$ cat src/rtl/reg_shift_tx_if.sv
// reg_shift_tx_if
//   Handshake and data bundle for the reg_shift_tx serial transmitter.
//
//   Parameter
//     N      word width in bits (N >= 2)
//
//   Signals
//     l      load request from the producer
//     d      parallel word to transmit (N bits)
//     ready  transmitter idle, a load will be accepted
//     sout   serial data bit
//     valid  sout carries a word bit
//     done   one-cycle pulse after the last bit of a word
//     q      copy of the last accepted word (N bits)
//
//   Modports
//     master  producer side: drives l/d, observes the transmitter outputs
//     slave   transmitter side: observes l/d, drives the outputs
interface reg_shift_tx_if #(
  parameter int N = 8
);

  logic         l;
  logic [N-1:0] d;
  logic         ready;
  logic         sout;
  logic         valid;
  logic         done;
  logic [N-1:0] q;

  modport master (
    output l,
    output d,
    input  ready,
    input  sout,
    input  valid,
    input  done,
    input  q
  );

  modport slave (
    input  l,
    input  d,
    output ready,
    output sout,
    output valid,
    output done,
    output q
  );

endinterface

$ cat src/rtl/reg_shift_tx.sv
// reg_shift_tx
//   Parallel-in / serial-out word transmitter. A word presented on bus.d is
//   accepted while the block is idle and bus.l is high; its N bits are then
//   driven on bus.sout one per clock with bus.valid high, followed by a
//   single idle cycle in which bus.done pulses. A copy of the accepted word
//   is held on bus.q until the next accept.
//
//   Parameter
//     N            word width in bits (N >= 2)
//
//   Ports
//     ck           system clock, all state updates on the rising edge
//     rst          synchronous, active-high reset (wins over a load)
//     bus          reg_shift_tx_if.slave: l, d in; ready, sout, valid,
//                  done, q out (all outputs are registered)
//
//   Build option
//     LSB_FIRST_EN  when defined, words are sent LSB first (d[0] first);
//                   otherwise MSB first (d[N-1] first). Timing is the same
//                   in both builds.
module reg_shift_tx #(
  parameter int N = 8
) (
  input logic          ck,
  input logic          rst,
  reg_shift_tx_if.slave bus
);

  localparam int            CW   = $clog2(N);
  localparam logic [CW-1:0] LAST = CW'(N - 1);

  typedef enum logic [0:0] {
    IDLE  = 1'b0,
    SHIFT = 1'b1
  } state_t;

  // Bit that leaves the register first, for the configured bit order.
  function automatic logic head_bit(input logic [N-1:0] w);
`ifdef LSB_FIRST_EN
    return w[0];
`else
    return w[N-1];
`endif
  endfunction

  // Register contents after one bit has been sent.
  function automatic logic [N-1:0] advance(input logic [N-1:0] w);
`ifdef LSB_FIRST_EN
    return {1'b0, w[N-1:1]};
`else
    return {w[N-2:0], 1'b0};
`endif
  endfunction

  state_t          state_r;
  state_t          state_s;
  logic [CW-1:0]   cnt_r;
  logic [CW-1:0]   cnt_s;
  logic [N-1:0]    shreg_r;
  logic [N-1:0]    shreg_s;
  logic [N-1:0]    shreg_adv_s;
  logic [N-1:0]    q_r;
  logic [N-1:0]    q_s;
  logic            sout_r;
  logic            sout_s;
  logic            valid_r;
  logic            valid_s;
  logic            done_r;
  logic            done_s;
  logic            ready_r;
  logic            ready_s;

  // The head of the register always holds the bit currently on sout, so the
  // next bit to send is the head of the advanced register.
  assign shreg_adv_s = advance(shreg_r);

  // Next-state and next-output logic; outputs are computed one cycle ahead
  // so that every output comes straight from a flop.
  always_comb begin
    state_s = state_r;
    cnt_s   = cnt_r;
    shreg_s = shreg_r;
    q_s     = q_r;
    sout_s  = 1'b0;
    valid_s = 1'b0;
    done_s  = 1'b0;
    ready_s = 1'b1;

    case (state_r)
      IDLE: begin
        if (bus.l) begin
          // The first bit goes out right after the accepting edge.
          state_s = SHIFT;
          cnt_s   = {CW{1'b0}};
          shreg_s = bus.d;
          q_s     = bus.d;
          sout_s  = head_bit(bus.d);
          valid_s = 1'b1;
          ready_s = 1'b0;
        end else begin
          state_s = IDLE;
        end
      end

      SHIFT: begin
        if (cnt_r == LAST) begin
          // Last bit has been on sout for its cycle: return to idle and
          // flag completion in the same cycle that ready comes back.
          state_s = IDLE;
          cnt_s   = {CW{1'b0}};
          done_s  = 1'b1;
          ready_s = 1'b1;
        end else begin
          state_s = SHIFT;
          cnt_s   = cnt_r + CW'(1);
          shreg_s = shreg_adv_s;
          sout_s  = head_bit(shreg_adv_s);
          valid_s = 1'b1;
          ready_s = 1'b0;
        end
      end

      default: begin
        state_s = IDLE;
        cnt_s   = {CW{1'b0}};
        shreg_s = {N{1'b0}};
      end
    endcase
  end

  // State and output registers with synchronous reset.
  always_ff @(posedge ck) begin
    if (rst) begin
      state_r <= IDLE;
      cnt_r   <= {CW{1'b0}};
      shreg_r <= {N{1'b0}};
      q_r     <= {N{1'b0}};
      sout_r  <= 1'b0;
      valid_r <= 1'b0;
      done_r  <= 1'b0;
      ready_r <= 1'b1;
    end else begin
      state_r <= state_s;
      cnt_r   <= cnt_s;
      shreg_r <= shreg_s;
      q_r     <= q_s;
      sout_r  <= sout_s;
      valid_r <= valid_s;
      done_r  <= done_s;
      ready_r <= ready_s;
    end
  end

  assign bus.ready = ready_r;
  assign bus.sout  = sout_r;
  assign bus.valid = valid_r;
  assign bus.done  = done_r;
  assign bus.q     = q_r;

endmodule

$ cat src/flat_wrapper.sv
// flat-port wrapper written by rule: the top's interface ports become plain ports
module reg_shift_tx_flat 
#(
  parameter int N = 8
)
  (ck, rst, bus_l, bus_d, bus_ready, bus_sout, bus_valid, bus_done, bus_q);
  reg_shift_tx_if #(.N(N)) bus_i ();
  input logic ck;
  input logic rst;
  input wire logic [$bits(bus_i.l)-1:0] bus_l;
  input wire logic [$bits(bus_i.d)-1:0] bus_d;
  output wire logic [$bits(bus_i.ready)-1:0] bus_ready;
  output wire logic [$bits(bus_i.sout)-1:0] bus_sout;
  output wire logic [$bits(bus_i.valid)-1:0] bus_valid;
  output wire logic [$bits(bus_i.done)-1:0] bus_done;
  output wire logic [$bits(bus_i.q)-1:0] bus_q;
  assign bus_i.l = bus_l;
  assign bus_i.d = bus_d;
  assign bus_ready = bus_i.ready;
  assign bus_sout = bus_i.sout;
  assign bus_valid = bus_i.valid;
  assign bus_done = bus_i.done;
  assign bus_q = bus_i.q;
  reg_shift_tx #(.N(N)) u_core (.ck(ck), .rst(rst), .bus(bus_i));
endmodule
$ cat config.mk
export PLATFORM = sky130hd
export DESIGN_NAME = reg_shift_tx_flat
export DESIGN_NICKNAME = d
export VERILOG_FILES = /design/src/rtl/reg_shift_tx_if.sv /design/src/rtl/reg_shift_tx.sv /design/src/flat_wrapper.sv
export SDC_FILE = /design/constraint.sdc
export NUM_CORES = 1
export LEC_CHECK = 0
export ABC_AREA = 1
export CELL_PAD_IN_SITES_DETAIL_PLACEMENT = 1
export CELL_PAD_IN_SITES_GLOBAL_PLACEMENT = 1
export CORE_MARGIN = 5
export CORE_UTILIZATION = 33
export CTS_CLUSTER_DIAMETER = 120
export DETAILED_ROUTE_END_ITERATION = 12
export GPL_ROUTABILITY_DRIVEN = 0
export GPL_TIMING_DRIVEN = 0
export PLACE_DENSITY_LB_ADDON = 0.1
export SLEW_MARGIN = 20
export SYNTH_ARGS = -nofsm -noshare
export SYNTH_HDL_FRONTEND = slang
export SYNTH_SLANG_ARGS = --single-unit
$ cat constraint.sdc
create_clock -name ck -period 1.63 [get_ports ck]
set_clock_uncertainty 0.05 [all_clocks]
set_input_delay 0.326 -clock ck [delete_from_list [all_inputs] [get_ports ck]]
set_output_delay 0.326 -clock ck [all_outputs]
set_load 0.02 [all_outputs]
**After elaboration in Yosys (flattened, before gate mapping)**

Cells that the tools add are included.

- Bits in registers: 22
- Input bits: 11
- Output and inout bits: 12
- Word-level logic and storage cells: 30

- Add/subtract/negate cells: 1
- Equality and inequality tests: 3
- Multiplexer cells: 15
- Bitwise gates (word level): 1
- Reduce and logical (&&, ||, !) cells: 3

Operator list:

| operator | count |
|---|---|
| 7-bit two-way mux | 2 |
| 7-bit case mux with 2 select lines | 1 |
| 1-bit two-way mux | 6 |
| 3-bit two-way mux | 2 |
| 1-bit case mux with 2 select lines | 3 |
| 3-bit case mux with 2 select lines | 1 |
| 2-bit inequality test (second input constant) | 2 |
| 2-bit AND reduction | 2 |
| 3-bit by 1-bit adder with 3-bit output (second input constant) | 1 |
| 3-bit == test (second input constant) | 1 |
| 2-bit OR reduction | 1 |
| 1-bit NOT | 1 |

**Longest topological paths before layout**

Gate-level depths: netlist (run 1).

- Depth after elaboration: 3
- Mapped depth: 7
- Mapped depth without buffers: 7

**Least setup slack after synthesis (run 1)**

No wires, ideal clock.

- Path type: register to register
- Start: register u_core.cnt_r[0]
- End: register u_core.shreg_r[1]
- Library setup time: 0.064 ns
- Arrival time: 1.071 ns
- Required time: 1.516 ns
- Setup slack: 0.445 ns
- Stages on the path, launching flop included: 8
- Path buffers: 0
- Period minus slack after synthesis: 1.185 ns
- Cells stage by stage: dfxtp_1 > ha_1 > ha_1 > inv_1 > nand2_1 > nand3b_1 > nand2_1 > nor2_1

- Word-level cells in the longest chain between the ends: 3

Ends and longest elaborated chain:

| what | RTL line | text |
|---|---|---|
| from (decl) | reg_shift_tx.sv:57 | `logic [CW-1:0] cnt_r;` |
| from (signal assigned) | reg_shift_tx.sv:135 | `cnt_r <= {CW{1'b0}};` |
| from (signal assigned) | reg_shift_tx.sv:144 | `cnt_r <= cnt_s;` |
| 3-bit == test | reg_shift_tx.sv:106 | `if (cnt_r == LAST) begin` |
| 2-bit inequality test (no line) | -- |  |
| 2-bit AND reduction (no line) | -- |  |
| to (signal assigned) | reg_shift_tx.sv:136 | `shreg_r <= {N{1'b0}};` |
| to (signal assigned) | reg_shift_tx.sv:145 | `shreg_r <= shreg_s;` |
| to (decl) | reg_shift_tx.sv:59 | `logic [N-1:0] shreg_r;` |

No other way between the ends.
A chain may end at the register's enable or synchronous reset.

==> results of run 1 <==
==> cell type report <==
cell class	instances	area, um2
Clock inverter	1	30.03
Tap cell	31	38.79
Clock buffer	3	22.52
Timing Repair Buffer	21	198.9
Inverter	7	26.28
Fill cell	348	1504
Multi-Input combinational cell	91	422.9
Sequential cell	22	440.4
Buffer	4	26.28
==> sequential cells by signal, summed over array words and instances (netlist names) <==
| signal | count |
|---|---|
| u_core.bus.q | 8 |
| u_core.shreg_r | 7 |
| u_core.cnt_r | 3 |
| u_core.bus.done | 1 |
| u_core.bus.ready | 1 |
| u_core.bus.sout | 1 |
| u_core.state_r | 1 |
==> worst paths after layout <==
path / end / cells after the start / start / slack (ns)
max: bus_valid / 1 / u_core.state_r / 0.11
min: u_core.bus.q[0] / 2 / rst / 0.24
max reg2reg: u_core.shreg_r[4] / 7 / u_core.cnt_r[0] / 0.25
min reg2reg: u_core.bus.q[0] / 2 / u_core.bus.q[0] / 0.42
==> logic make-up after synthesis <==
kind of cell    synth area share
buf+inv                  0.05738
flops                     0.4809
simple gates              0.3443
fa+ha+maj                0.04099
compound gates           0.07649
==> repair_timing <==
action | CTS | global route
gates resized for setup | 11 | 1
buffers inserted | 0 | 0
endpoints found under the setup margin | 11 | 1
hold buffers | 0 | 0
pin swaps | 0 | 0
==> synthesized netlist by cell type, types with 2 or more instances <==
cell,number
a21oi_1,7
nand2_1,34
o21ai_0,7
nor2_1,28
ha_1,3
buf_2,3
inv_1,5
dfxtp_1,22
nand3_1,4
nand3b_1,6
inv_2,2
==> routing by layer <==
| layer | up-vias | share of wire | GRT usage |
|---|---|---|---|
| met5 | - | 0 | 0 |
| met4 | 0 | 0.0092 | 0.03979 |
| met3 | 2 | 0.051 | 0.03058 |
| met2 | 16 | 0.44 | 0.1775 |
| met1 | 374 | 0.50 | 0.1494 |
| li1 | 439 | - | - |
==> power by group through the flow <==
stage	registers (mW)	clock network (mW)	logic [mW]
finish	0.593	0.419	0.198
global route	0.598	0.460	0.223
CTS	0.594	0.439	0.202
detailed placement	0.606	0	0.214
global placement	0.604	0	0.212
floorplan	0.627	0	0.101
==> impl_metrics.csv, run 1 <==
group,metric,value,unit
outcome,outcome,"finished clean",
sta,setup_tns,0,ns
power,p_switching,0.3028,mW
yosys,seq_area_frac_synth,0.4809,
critical_path,cp_max_fo,7,
floorplan,io_pins,23,
placed_design,placed_area,0.001165,mm2
placed_design,dp.cells,176,
cts,cts_num_sinks,22,
floorplan,row_count,19,
power,internal_power,0.9068,mW
power,comb_power_share,0.163,
floorplan,dieArea,0.003929,mm2
sta,max_freq,656.6,MHz
sta,drv_slew,0,
placed_design,place_hpwl,1661,um
cts,clock_latency,0.30,ns
yosys,synth_area_leaders,"dfxtp_1 (48%), nand2_1 (14%), nor2_1 (11%)",
critical_path,cp.arrival,1.15,ns
power,leakage,0.5926,nW
layout,final_common_cell,"nand2_1",
sta,whs,0.2385,ns
route,drc,0,
power,clockPowerShare,0.347,
yosys,yosysUniqueCellTypes,14,
route,drt-wirelength-per-cell,12.06,um
critical_path,startpoint_type,"register",
sta,setup_viol,0,
sta,rsz0062_at_grt,"false",
layout,fin_nets,164,
global_routing,grt_util_all_layers,0.1136,
layout,mostFrequentLayoutCells,"nand2_1 (34), nor2_1 (28), dfxtp_1 (22)",
sta,setup_ws,0.1070,ns
yosys,synth_edf_count,0,
critical_path,criticalPathCategory,"register to primary output",
layout,final_area,0.001206,mm2
global_routing,grt_max_degree,14,
yosys,netlist_area,915.9,um2
critical_path,cp_num_buf_inv,1,
cts,cts_tree,"done",
layout,drive_above_1_share,0.08054,
yosys,synthFlopType,"dfxtp_1",
global_routing,grt_pass1_vias,815,
yosys,syn-instance-count,124,
yosys,synth_top_area_share,0.4809,
global_routing,grt_pass1_wl,3705,um
placed_design,place_ws,0.04181,ns
floorplan,start_util,0.3380,
route,final_antenna_net_count,0,
route,via_per_inst,4.617,
cts,root_buffer,"clkbuf_4",
floorplan,core_area,0.002710,mm2
placed_design,io_buffers,21,
power,swShare,0.2503,
route,drt-initial-drc-count,15,
global_routing,antenna_found_initial,0,
global_routing,grt_overflow,0,
power,total_power,1.210,mW
critical_path,cp_top_family,"flip-flops",
sta,tightest_slew,0.2578,ns
cts,cts_made_buffers,3,
critical_path,cp-end-kind,"primary output",
critical_path,worstPathRequired,1.25,ns
power,vdd_ir_drop_max,0.4397,mV
yosys,synth-async-reset-ratio,0,
route,vias,831,
cts,h-tree-depth,1,
yosys,yosysWarnings,0,
layout,syn2layout_area_growth,31.69,%
floorplan,die_y,62.68,um
critical_path,critPathSlowestCell,"dfxtp_1",
sta,max-slew-margin-rel,0.8275,
power,seq_power_share,0.490,
route,drt-total-wl,2171,um
cts,cts.clk_slew.worst_paths,0.13,ns
route,dr.pass1.iters,3,
yosys,ys_ff_latch,22,
run,cap_viol_max_count,0,
sta,final.period_utilization,0.9343,
sta,final-hold-violation-count,0,
yosys,synth_nets,138,
power,cellPowerDensity,1003,mW/mm2
yosys,yosysTopAreaCell,"dfxtp_1",
cts,clockBufferDepth,2,
sta,min_period,1.523,ns
yosys,syn_area_per_cell,7.386,um2
layout,finalNonFillerCells,180,
floorplan,fp.dieW,62.68,um
layout,antenna_cells,0,
layout,post-route-util,0.4451,
critical_path,cpPeakStageDelay,0.47,ns
critical_path,crit_chain,"dlygate4sd2_1",
hold_path,hp-class,"input port to register",
Power figures use the tool's default switching activity.
==> run 2: changes to the inputs <==
Settings changed: CORE_UTILIZATION 33 to 36.
Clock period 1.63 ns to 1.9 ns, I/O delays scaled along.
==> impl_metrics.csv, run 2 (same netlist as run 1, synthesis figures left out) <==
group,metric,value,unit
route,drt-initial-drc-count,9,
power,internal_power,0.6494,mW
critical_path,criticalPathCategory,"register to primary output",
global_routing,antenna_found_initial,0,
critical_path,cpPeakStageDelay,0.62,ns
route,drc,0,
critical_path,cp_num_buf_inv,1,
layout,drive_above_1_share,0.07432,
run,cap_viol_max_count,0,
global_routing,grt_util_all_layers,0.1361,
sta,rsz0062_at_grt,"false",
critical_path,critPathSlowestCell,"clkdlybuf4s50_1",
route,final_antenna_net_count,0,
floorplan,start_util,0.3731,
layout,antenna_cells,0,
layout,nFillCells,310,
power,seq_power_share,0.567,
layout,mostFrequentLayoutCells,"nand2_1 (34), nor2_1 (28), dfxtp_1 (22)",
layout,post-route-util,0.4842,
cts,clock_latency,0.30,ns
power,vdd_ir_drop_max,0.4856,mV
cts,root_buffer,"clkbuf_4",
sta,tightest_slew,0.2715,ns
critical_path,cp-end-kind,"primary output",
sta,setup_tns,0,ns
sta,max-slew-margin-rel,0.8186,
sta,drv_slew,0,
global_routing,grt_pass1_vias,879,
layout,final_common_cell,"nand2_1",
power,total_power,0.8998,mW
cts,h-tree-depth,1,
sta,max_freq,582.5,MHz
cts,cts.clk_slew.worst_paths,0.11,ns
cts,clockBufferDepth,2,
layout,largest_reg_flops,8,
critical_path,crit_chain,"clkdlybuf4s50_1",
layout,fin_nets,164,
placed_design,place_hpwl,1795,um
floorplan,core_area,0.002455,mm2
critical_path,endpoint,"bus_q[7]",
critical_path,worstPathRequired,1.47,ns
placed_design,io_buffers,21,
layout,final_area,0.001189,mm2
route,vias,855,
hold_path,hp-class,"input port to register",
critical_path,cp.arrival,1.29,ns
route,drt-wirelength-per-cell,12.89,um
placed_design,placed_area,0.001164,mm2
power,p_switching,0.2504,mW
route,dr.pass1.iters,6,
sta,setup_viol,0,
sta,final.period_utilization,0.9035,
power,comb_power_share,0.203,
cts,cts_made_buffers,3,
critical_path,cp_max_fo,2,
floorplan,die_y,60.44,um
layout,syn2layout_area_growth,29.78,%
critical_path,r2r_slack,0.50,ns
critical_path,crit_cells,1,
outcome,outcome,"finished clean",
global_routing,grt_max_degree,12,
floorplan,io_pins,23,
global_routing,grt_pass1_wl,3698,um
critical_path,r2r-start,"u_core.cnt_r[0]",
power,leakage,0.5376,nW
sta,min_period,1.717,ns
floorplan,dieArea,0.003653,mm2
critical_path,startpoint_type,"register",
route,via_per_inst,4.803,
cts,cts_tree,"done",
critical_path,reg2reg_to,"u_core.shreg_r[4]",
global_routing,grt_overflow,0,
power,cellPowerDensity,757.0,mW/mm2
critical_path,cp_top_family,"buffers and inverters",
cts,cts_num_sinks,22,
floorplan,fp.dieW,60.44,um
critical_path,rr_worst_depth,7,
power,swShare,0.2783,
route,drt-total-wl,2294,um
critical_path,cp-startpoint,"u_core.bus.q[7]",
floorplan,row_count,18,
power,clockPowerShare,0.230,
sta,final-hold-violation-count,0,
[run 2: stage by stage]
step	hold slack (ns)	setup slack, ns	instances
final	0.3063	0.1833	178
after global routing	0.3079	0.1345	178
after CTS	0.3017	0.01804	178
after detailed placement	0.4182	0.2624	175
after global placement	0.4028	0.2869	175
after floorplan	0.3928	0.7148	124
[run 2: power groups by stage]
stage | combinational, mW | clock (mW) | sequential (mW)
6_report | 0.183 | 0.207 | 0.510
5_1_grt | 0.202 | 0.238 | 0.514
4_1_cts | 0.186 | 0.219 | 0.511
3_5_place_dp | 0.185 | 0 | 0.521
3_3_place_gp | 0.180 | 0 | 0.518
2_1_floorplan | 0.0870 | 0 | 0.538
[run 2: what timing repair did]
action                                  CTS  global route
endpoints found under the setup margin    0             1
gates resized for setup                   0             1
hold endpoints to repair                  0             0
hold buffers                              0             0
buffers inserted                          0             0
[run 2: worst min path at each step]
stage	start	end	slack, ns	depth (start not counted)
after floorplan	u_core.cnt_r[1]	u_core.cnt_r[1]	0.39	2
after global placement	u_core.bus.q[0]	u_core.bus.q[0]	0.40	2
after detailed placement	u_core.cnt_r[1]	u_core.cnt_r[1]	0.42	2
after CTS	rst	u_core.cnt_r[1]	0.30	2
after global routing	rst	u_core.bus.done	0.31	2
final	rst	u_core.bus.sout	0.31	2
[run 2: cell type report]
class	count	area, um2	area share
Tap cell	30	37.54	0.03158
Buffer	4	26.28	0.02211
Clock buffer	3	22.52	0.01895
Timing Repair Buffer	21	212.7	0.1789
Multi-Input combinational cell	91	422.9	0.3558
Sequential cell	22	440.4	0.3705
Inverter	7	26.28	0.02211
[run 2: per-layer routing]
| metal | wire length [um] | global-route usage |
|---|---|---|
| met1 | 982 | 0.1525 |
| met2 | 1160 | 0.2438 |
| met3 | 140 | 0.05532 |
| met4 | 10 | 0.02786 |
| met5 | 0 | 0 |
==> run 3: changes to the inputs <==
Settings changed: CORE_ASPECT_RATIO set to 1.2, SKIP_LAST_GASP set to 1.
==> impl_metrics.csv, run 3 (same netlist as run 1, synthesis figures left out) <==
group,metric,value,unit
route,drt-total-wl,2399,um
floorplan,die_y,65.26,um
critical_path,worstPathRequired,1.47,ns
cts,h-tree-depth,1,
layout,nFillCells,318,
hold_path,hp-start,"rst",
critical_path,cpPeakStageDelay,0.61,ns
power,cellPowerDensity,788.7,mW/mm2
sta,min_period,1.702,ns
route,final_antenna_net_count,0,
critical_path,cp_top_family,"buffers and inverters",
sta,setup_viol,0,
sta,max_freq,587.6,MHz
layout,mostFrequentLayoutCells,"nand2_1 (34), nor2_1 (28), dfxtp_1 (22)",
cts,cts_made_buffers,3,
outcome,outcome,"finished clean",
sta,tightest_slew,0.2812,ns
cts,clockBufferDepth,2,
global_routing,grt_pass1_vias,953,
cts,hold_buffers,0,
sta,setup_ws,0.1981,ns
critical_path,cp_max_fo,2,
layout,largest_reg_flops,8,
critical_path,criticalPathCategory,"register to primary output",
global_routing,grt_max_degree,13,
route,dr.pass1.iters,4,
cts,clock_latency,0.30,ns
route,drc,0,
global_routing,grt_overflow,0,
placed_design,place_ws,0.2211,ns
critical_path,r2r_slack,0.46,ns
sta,rsz0062_at_grt,"false",
power,vdd_ir_drop_max,0.4376,mV
critical_path,cp.arrival,1.27,ns
layout,regArea,440.4,um2
floorplan,io_pins,23,
global_routing,grt_util_all_layers,0.1420,
placed_design,place_hpwl,1793,um
layout,drive_above_1_share,0.08054,
cts,root_buffer,"clkbuf_4",
floorplan,fp.dieW,56.05,um
run,cap_viol_max_count,0,
power,leakage,0.5448,nW
hold_path,hp-class,"input port to register",
critical_path,startpoint_type,"register",
sta,max-slew-margin-rel,0.8119,
critical_path,reg2reg_to,"u_core.shreg_r[3]",
hold_path,hold_depth,2,
global_routing,antenna_found_initial,0,
route,vias,882,
critical_path,cp_num_buf_inv,1,
route,drt-initial-drc-count,10,
layout,post-route-util,0.4869,
sta,setup_tns,0,ns
placed_design,io_buffers,21,
layout,fin_nets,164,
route,via_per_inst,4.846,
cts,cts_num_sinks,22,
critical_path,rr_worst_depth,7,
cts,cts.clk_slew.worst_paths,0.12,ns
critical_path,cp-end-kind,"primary output",
floorplan,start_util,0.3697,
sta,final-hold-violation-count,0,
critical_path,r2r-start,"u_core.cnt_r[0]",
floorplan,dieArea,0.003657,mm2
hold_path,whs_endpoint,"u_core.cnt_r[2]",
critical_path,crit_chain,"clkdlybuf4s50_1",
cts,cts_setup_buffers,0,
floorplan,core_area,0.002477,mm2
critical_path,critPathSlowestCell,"clkdlybuf4s50_1",
cts,cts_tree,"done",
layout,syn2layout_area_growth,31.69,%
sta,final.period_utilization,0.8957,
global_routing,grt_pass1_wl,4195,um
route,drt-wirelength-per-cell,13.18,um
floorplan,row_count,20,
layout,multi_input_area,422.9,um2
layout,final_common_cell,"nand2_1",
sta,drv_slew,0,
layout,antenna_cells,0,
## run 3: cell count changes in the layout (fill, tap and decap cells not counted)
cell      before  now
clkbuf_8       0    1
## run 3: how the worst max path moves through the flow
| stage | start | end | cells after the start |
|---|---|---|---|
| after floorplan | u_core.cnt_r[0] | u_core.shreg_r[1] | 7 |
| final | u_core.bus.q[7] | bus_q[7] | 1 |
| after global routing | u_core.bus.q[7] | bus_q[7] | 1 |
| after global placement | bus_l | u_core.shreg_r[4] | 6 |
| after CTS | u_core.state_r | bus_valid | 1 |
| after detailed placement | bus_l | u_core.shreg_r[3] | 6 |
## run 3: layer usage
layer | up-vias | wire, um | share of wire | GRT usage
li1 | 442 | - | - | -
met1 | 419 | 1013 | 0.42 | 0.1556
met2 | 17 | 1250 | 0.52 | 0.2646
met3 | 4 | 103 | 0.043 | 0.03143
met4 | 0 | 31 | 0.013 | 0.05341
met5 | - | 0 | 0 | 0
## run 3: stage by stage
stage	hold slack [ns]	power (mW)	instances	area (um2)
finish	0.2917	0.9513	182	1206
global route	0.2897	1.013	182	1206
CTS	0.2822	0.9649	182	1204
detailed placement	0.4092	0.7068	178	1167
global placement	0.4031	0.6988	178	1167
floorplan	0.3928	0.6245	124	915.9
## run 3: timing repair
action                     CTS  global route
hold endpoints to repair     0             0
setup endpoints to repair    0             1
gates resized for setup      0             1
## run 3: area by class of cell
class,instances,share of cell area
buffer,4,0.02178
clock buffer,4,0.03008
inverter,7,0.02178
multi-input combinational,91,0.3506
sequential,22,0.3651
tap,33,0.03423
timing repair buffer,21,0.1763
## run 3: power by group
part	leakage, nW	total, mW	internal [mW]	switching, mW
Combinational	0.342	0.185	0.0827	0.102
Sequential	0.182	0.510	0.493	0.0174
Clock	0.0210	0.256	0.117	0.140
